`config.mk`:
```
export PLATFORM = sky130hd
export DESIGN_NAME = vga_timing_gen
export DESIGN_NICKNAME = d
export VERILOG_FILES = /design/src/rtl/vga_timing_gen_pkg.sv /design/src/rtl/vga_axis_counter.sv /design/src/rtl/vga_timing_gen.sv
export SDC_FILE = /design/constraint.sdc
export NUM_CORES = 1
export LEC_CHECK = 0
export BUFFER_PORTS_ARGS = -buffer_cell sky130_fd_sc_hd__buf_2
export CORE_MARGIN = 5
export CORE_UTILIZATION = 27
export CTS_CLUSTER_SIZE = 24
export DETAILED_ROUTE_END_ITERATION = 8
export SYNTH_ARGS = -nofsm -noshare
export SYNTH_HDL_FRONTEND = slang
export SYNTH_SLANG_ARGS = --single-unit
export TNS_END_PERCENT = 50
```
`constraint.sdc`:
```
create_clock -name clk -period 3 [get_ports clk]
set_input_delay 0.6 -clock clk [delete_from_list [all_inputs] [get_ports clk]]
set_output_delay 0.6 -clock clk [all_outputs]
set_load 0.005 [all_outputs]
```
`src/rtl/vga_timing_gen_pkg.sv`:
```
// Shared VGA bus layout and default 800x600@60 timing constants.
// Referenced by the generator and by every stage that consumes the bus.
package vga_timing_gen_pkg;

  localparam int VGA_BUS_SIZE = 38;

  localparam int VGA_H_VISIBLE = 800;
  localparam int VGA_H_FPORCH  = 40;
  localparam int VGA_H_SYNC    = 128;
  localparam int VGA_H_BPORCH  = 88;
  localparam int VGA_V_VISIBLE = 600;
  localparam int VGA_V_FPORCH  = 1;
  localparam int VGA_V_SYNC    = 4;
  localparam int VGA_V_BPORCH  = 23;

  typedef struct packed {
    logic [10:0] hcount;
    logic        hsync;
    logic        hblnk;
    logic [10:0] vcount;
    logic        vsync;
    logic        vblnk;
    logic [11:0] rgb;
  } vga_bus_t;

  // Eight 100-pixel colour bars across the active line.
  function automatic logic [11:0] bar_rgb(input logic [10:0] h);
    logic [10:0] idx;
    logic [11:0] c;
    idx = h / 11'd100;
    case (idx)
      11'd0:   c = 12'hFFF;
      11'd1:   c = 12'hFF0;
      11'd2:   c = 12'h0FF;
      11'd3:   c = 12'h0F0;
      11'd4:   c = 12'hF0F;
      11'd5:   c = 12'hF00;
      11'd6:   c = 12'h00F;
      default: c = 12'h000;
    endcase
    return c;
  endfunction

endpackage

```
`src/rtl/vga_axis_counter.sv`:
```
// One VGA axis: counter with wrap, plus sync/blank decoded from the
// next count so they stay aligned with the registered count.
module vga_axis_counter #(
  parameter int   VISIBLE  = 800,
  parameter int   FPORCH   = 40,
  parameter int   SYNC     = 128,
  parameter int   BPORCH   = 88,
  parameter logic SYNC_POL = 1'b1
) (
  input  logic        clk,
  input  logic        rst,
  input  logic        en_i,
  output logic [10:0] count_o,
  output logic [10:0] next_o,
  output logic        wrap_o,
  output logic        sync_o,
  output logic        blank_o
);

  localparam int TOTAL = VISIBLE + FPORCH + SYNC + BPORCH;
  localparam logic [10:0] LAST    = 11'(TOTAL - 1);
  localparam logic [10:0] VIS     = 11'(VISIBLE);
  localparam logic [10:0] SYNC_LO = 11'(VISIBLE + FPORCH);
  localparam logic [10:0] SYNC_HI = 11'(VISIBLE + FPORCH + SYNC);

  logic [10:0] count_q, count_d;
  logic        sync_q, sync_d;
  logic        blank_q, blank_d;
  logic        wrap;

  always_comb begin
    wrap    = en_i && (count_q == LAST);
    count_d = count_q;
    if (en_i) begin
      count_d = wrap ? 11'd0 : count_q + 11'd1;
    end
    blank_d = (count_d >= VIS);
    sync_d  = ((count_d >= SYNC_LO) && (count_d < SYNC_HI))
              ? SYNC_POL : ~SYNC_POL;
  end

  always_ff @(posedge clk) begin
    if (!rst) begin
      count_q <= '0;
      sync_q  <= ~SYNC_POL;
      blank_q <= 1'b0;
    end else begin
      count_q <= count_d;
      sync_q  <= sync_d;
      blank_q <= blank_d;
    end
  end

  assign count_o = count_q;
  assign next_o  = count_d;
  assign wrap_o  = wrap;
  assign sync_o  = sync_q;
  assign blank_o = blank_q;

endmodule

```
`src/rtl/vga_timing_gen.sv`:
```
// VGA bus origin: counters, sync/blank, frame tick and frame counter.
// Define VGA_TEST_PATTERN_EN to drive colour bars on rgb.
module vga_timing_gen
  import vga_timing_gen_pkg::*;
#(
  parameter int   H_VISIBLE = VGA_H_VISIBLE,
  parameter int   H_FPORCH  = VGA_H_FPORCH,
  parameter int   H_SYNC    = VGA_H_SYNC,
  parameter int   H_BPORCH  = VGA_H_BPORCH,
  parameter int   V_VISIBLE = VGA_V_VISIBLE,
  parameter int   V_FPORCH  = VGA_V_FPORCH,
  parameter int   V_SYNC    = VGA_V_SYNC,
  parameter int   V_BPORCH  = VGA_V_BPORCH,
  parameter logic SYNC_POL  = 1'b1
) (
  input  logic                    clk,
  input  logic                    rst,
  output logic [VGA_BUS_SIZE-1:0] vga_out,
  output logic                    frame_tick,
  output logic [15:0]             frame_cnt
);

  logic [10:0] h_cnt, h_nxt, v_cnt, v_nxt;
  logic        h_wrap, h_sync, h_blnk;
  logic        v_wrap, v_sync, v_blnk;
  logic        frame_tick_q;
  logic [15:0] frame_cnt_q;
  logic [11:0] rgb;
  vga_bus_t    bus;

  vga_axis_counter #(
    .VISIBLE(H_VISIBLE), .FPORCH(H_FPORCH),
    .SYNC(H_SYNC), .BPORCH(H_BPORCH), .SYNC_POL(SYNC_POL)
  ) u_h (
    .clk(clk), .rst(rst), .en_i(1'b1),
    .count_o(h_cnt), .next_o(h_nxt), .wrap_o(h_wrap),
    .sync_o(h_sync), .blank_o(h_blnk)
  );

  vga_axis_counter #(
    .VISIBLE(V_VISIBLE), .FPORCH(V_FPORCH),
    .SYNC(V_SYNC), .BPORCH(V_BPORCH), .SYNC_POL(SYNC_POL)
  ) u_v (
    .clk(clk), .rst(rst), .en_i(h_wrap),
    .count_o(v_cnt), .next_o(v_nxt), .wrap_o(v_wrap),
    .sync_o(v_sync), .blank_o(v_blnk)
  );

  // Vertical wrap only fires on a line wrap, so it marks the next (0,0).
  always_ff @(posedge clk) begin
    if (!rst) begin
      frame_tick_q <= 1'b0;
      frame_cnt_q  <= '0;
    end else begin
      frame_tick_q <= v_wrap;
      if (v_wrap) begin
        frame_cnt_q <= frame_cnt_q + 16'd1;
      end
    end
  end

`ifdef VGA_TEST_PATTERN_EN
  logic [11:0] rgb_q, rgb_d;

  always_comb begin
    rgb_d = 12'h000;
    if ((h_nxt < 11'(H_VISIBLE)) && (v_nxt < 11'(V_VISIBLE))) begin
      rgb_d = bar_rgb(h_nxt);
    end
  end

  always_ff @(posedge clk) begin
    if (!rst) begin
      rgb_q <= '0;
    end else begin
      rgb_q <= rgb_d;
    end
  end

  assign rgb = rgb_q;
`else
  logic unused_nxt;
  assign unused_nxt = ^{h_nxt, v_nxt};
  assign rgb        = 12'h000;
`endif

  assign bus.hcount = h_cnt;
  assign bus.hsync  = h_sync;
  assign bus.hblnk  = h_blnk;
  assign bus.vcount = v_cnt;
  assign bus.vsync  = v_sync;
  assign bus.vblnk  = v_blnk;
  assign bus.rgb    = rgb;

  assign vga_out    = bus;
  assign frame_tick = frame_tick_q;
  assign frame_cnt  = frame_cnt_q;

endmodule

```
* After elaboration in Yosys (flattened, before gate mapping)
Index checks and enable logic that the tools add are counted.
Cells by class: $add $sub $neg 3, magnitude comparators 6, eq/ne operators 2, muxes and demuxes 5, div/mod/pow operators 0, reductions and logical operators 3, bitwise gates (word level) 0, $mul 0, shift operators 0
Operators with widths (number):
- >= comparator 11 x 10 -> 1 bit, second input constant | 4
- 2-to-1 mux 11 bit | 3
- adder 11 x 1 -> 11 bit, second input constant | 2
- < comparator 11 x 10 -> 1 bit, second input constant | 2
- adder 16 x 1 -> 16 bit, second input constant | 1
- == test 11 x 10 -> 1 bit, second input constant | 1
- == test 11 bit, second input constant | 1
- logical AND 1 bit | 3
- 2-to-1 mux 1 bit | 2
Storage, ports and cells: logic and storage cells 27, bits in writable memories 0, output and inout bits 55, register bits 43, memories kept 0, memory bits (read-only) 0, bits of input ports 2, latch bits 0

* Depth between registers and ports, before layout
word-level depth 7, gate-level depth with buffers 9, mapped depth without buffers 8

* Hierarchy
Synthesis repeated with hierarchy kept, for this count alone.
Unflattened totals: cells, all modules 278, area total of the unflattened synthesis 2428.6 µm²
By module, submodules not included:
- vga_timing_gen | area each 913.4 µm², times used 1, seq. area each 340.3 µm², cells an instance 104
- vga_axis_counter at u_v | area each 814.5 µm², times used 1, seq. area each 260.2 µm², cells an instance 95
- vga_axis_counter at u_h | area each 700.7 µm², times used 1, seq. area each 260.2 µm², cells an instance 79

* Least setup slack after synthesis
OpenSTA, ideal clock, no wires.
path type register -> register, start reg u_v.count_q[3] (netlist: u_v.count_o[3]), end reg frame_cnt_q[13] (netlist: frame_cnt[13]), setup slack 0.224 ns, path buffers 2, period minus slack after synthesis 2.776 ns, arrival time 2.705 ns, data required time 2.930 ns, cell stages (with the launch flop) 9, cell sequence dfxtp_1 -> buf_2 -> or4_1 -> or4_1 -> buf_2 -> or4_4 -> or2_4 -> or3_1 -> a21oi_1
On the way: word-level cells in the longest chain between the ends 2
RTL lines:
- start: declaration | RTL line vga_axis_counter.sv:26 | logic [10:0] count_q, count_d;
- start signal: assignment | RTL line vga_axis_counter.sv:48 | count_q <= count_d;
- == test 11 x 10 -> 1 bit | RTL line vga_axis_counter.sv:32 | wrap = en_i && (count_q == LAST);
- logical AND 1 bit | RTL line vga_axis_counter.sv:32
- end signal: assignment | RTL line vga_timing_gen.sv:57 | frame_cnt_q <= frame_cnt_q + 16'd1;
- end: declaration | RTL line vga_timing_gen.sv:27 | logic [15:0] frame_cnt_q;
Every way passes these cells. A chain may end at the register's enable or synchronous reset.

* Worst setup path in the final report
start reg u_v.count_q[0] (netlist: u_v.count_o[0]), end reg frame_cnt_q[13] (netlist: frame_cnt[13])
The elaborated chain is that of the path after synthesis.

==> metrics.md <==
| Metric | Value |
|---|---|
| Status | complete, no violations |
| Worst Setup Path Type | reg -> reg |
| First-pass DRT Iterations | 4 |
| Total Die Area | 10,200 um^2 |
| Final period util | 0.892 |
| Tightest Pin Transition | about 680 ps |
| Post-CTS Hold Buffers | 0 |
| #FFs+latches synth | 43 |
| Post-layout min period | 2680 ps |
| Final Cell Area | 2600 um^2 |
| Port buffer count | 44 |
| Setup crit end kind | register |
| Final hold vios | 0 |
| First-pass GRT wire length | 9110 um |
| Sequential Power Share | 0.594 |
| Fin Clk Skew | 8.06 ps |
| Post-CTS Resized | 0 |
| Met1 wire length | ~2600 um |
| Initial Util | 0.275 |
| Sw power | roughly 0.23 mW |
| Vias in the first global route | 1,851 |
| H-tree levels | 2 |
| Arr. time, crit path | roughly 2900 ps |
| Post-route ant nets | 0 |
| Clk_lat worst skew | 300 ps |
| Met3 routed WL | 350 um |
| Max stage delay on crit path | 560 ps |
| CP max FO | 8 |
| DR WL/cell | between 10 and 15 um |
| Dpl cell area | roughly 2500 um^2 |
| Post-Syn Area | 2240 um^2 |
| Largest net degree at the start of global routing | 21 |
| Max layer used | met4 |
| Remaining DRCs | 0 |
| Stages on the worst setup path | 7 |
| DRT Wirelength | 5550 um |
| Postcts setup bufs | 0 |
| Async SR Flop Fraction | 0 |
| Fmax achieved | between 300 and 400 MHz |
| Routability cong. | 0.851 |
| Mapped Cells | between 200 and 300 |
| Nets | 322 |
| Met2 wire length | 2550 um |
| Net switching share of the total power | 0.238 |
| Synth warn | 0 |
| Sink Count | 43 |
| Leakage power | 1.08 nW |
| Initial DRC Count | 81 |
| CP required | 3240 ps |
| Unrepaired setup endpoints after global routing | false |
| Die Ht | 101 um |
| Ratio of cells with drive above 1 in the final layout | 0.198 |
| Max rail drop VDD | 0.000163 V |
| Slowest CP cell | or4_4 |
| Antenna violations before repair | 0 |
| Buf+Inv Stages, Crit Path | 0 |
| Delay-heaviest family, CP | simple AND/OR/NAND/NOR gates |
| Synth top cells by count | 43 x dfxtp_1, 38 x nor2_1, 19 x nand2_1, 16 x buf_4, 16 x xor2_1 |
| Leading area contributor after synthesis | dfxtp_1 |
| Clk root buf | clkbuf_8 |
| Reg2Reg Depth | 7 |
| Reg-to-reg slack, setup | 320 ps |
| GRT Overall Usage | 0.111 |
| Vias per cell | 4.74 |
| Synth area leaders | dfxtp_1 38%, nor2_1 6.4%, xor2_1 6.3%, buf_4 5.4%, xnor2_1 4.7% |
| # diodes | 0 |
| Area Overhead vs Synth | 16.4% |
| Count leader, synth | dfxtp_1 |
| Setup crit start kind | register |
| Syn avg cell area | between 8 and 9 um^2 |
| CTS tree | built |
| Hold path depth | 1 |
| Setup TNS | 0 ps |
| Die span in x | slightly above 100 um |
| Ports | 57 |
| Cell Rows | 33 |
| Crit path cell chain | ha_1 > nand2_1 > or4_1 > or4_4 > or2_4 > or3_1 > a21oi_1 |
| Synth Flop Type | dfxtp_1 |
| Clock Tree Buf Depth | 2 |
| Top cell type's share of synthesized area | 0.385 |
| Core box area | 8130 um^2 |
| Maxcap violations | 0 |
| DR vias | 2,007 |
| Unique masters post-synth | 42 |
| Max_slew headroom | 0.543 |
| Post-synthesis sequential area ratio | 0.385 |
| # setup viols final | 0 |
| Clk network pwr share | 0.376 |
| Comb power frac | 0.030 |
| Pwr Density | 377 nW/um^2 |
| Clock transition at path regs | roughly 90 ps |
| Tightest Hold Check Type | reg -> reg |
| Post-synth EDFFs | 0 |
| Detailed Place HPWL | 4250 um |
| Pint | between 0.7 and 0.8 mW |
| Final Slew Violations | 0 |
| Remaining global-route overflow | 0 |
| Total CTS buffers | 5 |
-- metal layers --
metal	up-vias	GRT usage
met5	-	0
met4	0	0.0327
met3	8	0.0298
met2	46	0.173
met1	932	0.150
li1	1021	-
-- kinds of logic after synthesis --
family	Yosys count	share of synthesized area
buffers and inverters	32	0.0850
AND/OR/NAND/NOR	127	0.291
AO/OA/AOI/OAI	41	0.111
flip-flops	43	0.385
other	1	0.00168
adder cells (fa/ha/maj)	3	0.0168
XOR/XNOR	28	0.110
-- sequential cells by signal (all words and copies together), names as in the netlist --
name         flops
frame_cnt       16
u_h.count_o     11
u_v.count_o     11
frame_tick       1
u_h.blank_o      1
u_h.sync_o       1
u_v.blank_o      1
u_v.sync_o       1
-- cells in the final DEF (no fill, tap or decap), drive strengths merged, types with 4 or more instances in the layout --
cell type	instances
nand2	19
or3	6
clkbuf	6
a21o	4
buf	53
nor2	38
nor4	4
a21oi	12
o21ai	12
xnor2	12
nor3	10
dfxtp	43
conb	12
xor2	16
nand4	13
and3	7
nand3	14
-- metrics by stage --
stage | hold slack (ps) | total power, mW | cells | setup WS (ps) | utilization
finish | 509 | 0.980 | 423 | 323 | 0.320
global route | 545 | 1.04 | 423 | 171 | 0.320
CTS | 507 | 0.994 | 423 | 324 | 0.320
detailed placement | 475 | 0.625 | 415 | 340 | 0.310
global placement | 468 | 0.625 | 415 | 406 | 0.310
floorplan | 463 | 0.624 | 286 | 224 | -
-- path summary, 6_finish.rpt --
path | to | start
setup / recovery | frame_cnt[13]$_SDFFE_PN0P_ | u_v.count_o[0]$_SDFF_PN0_
hold / removal | u_h.count_o[0]$_SDFF_PN0_ | u_h.count_o[0]$_SDFF_PN0_
setup reg to reg | frame_cnt[13]$_SDFFE_PN0P_ | u_v.count_o[0]$_SDFF_PN0_
hold reg to reg | u_h.count_o[0]$_SDFF_PN0_ | u_h.count_o[0]$_SDFF_PN0_
-- power by group through the flow --
stage	Clock, mW	Sequential [mW]	Combinational, mW
after global placement	0	0.595	0.0301
after floorplan	0	0.595	0.0290
after global routing	0.416	0.584	0.0350
after CTS	0.381	0.582	0.0301
final	0.368	0.583	0.0296
after detailed placement	0	0.596	0.0295
-- area by class of cell --
type / count / area, um^2
Clock buffer: 6 / 72.6
Clock inverter: 2 / 12.5
Fill cell: 901 / 5530
Inverter: 3 / 11.3
Multi-Input combinational cell: 211 / 1230
Sequential cell: 43 / 861
Tap cell: 105 / 131
Timing Repair Buffer: 53 / 288
Note: power is estimated with default switching activity, not from simulation.
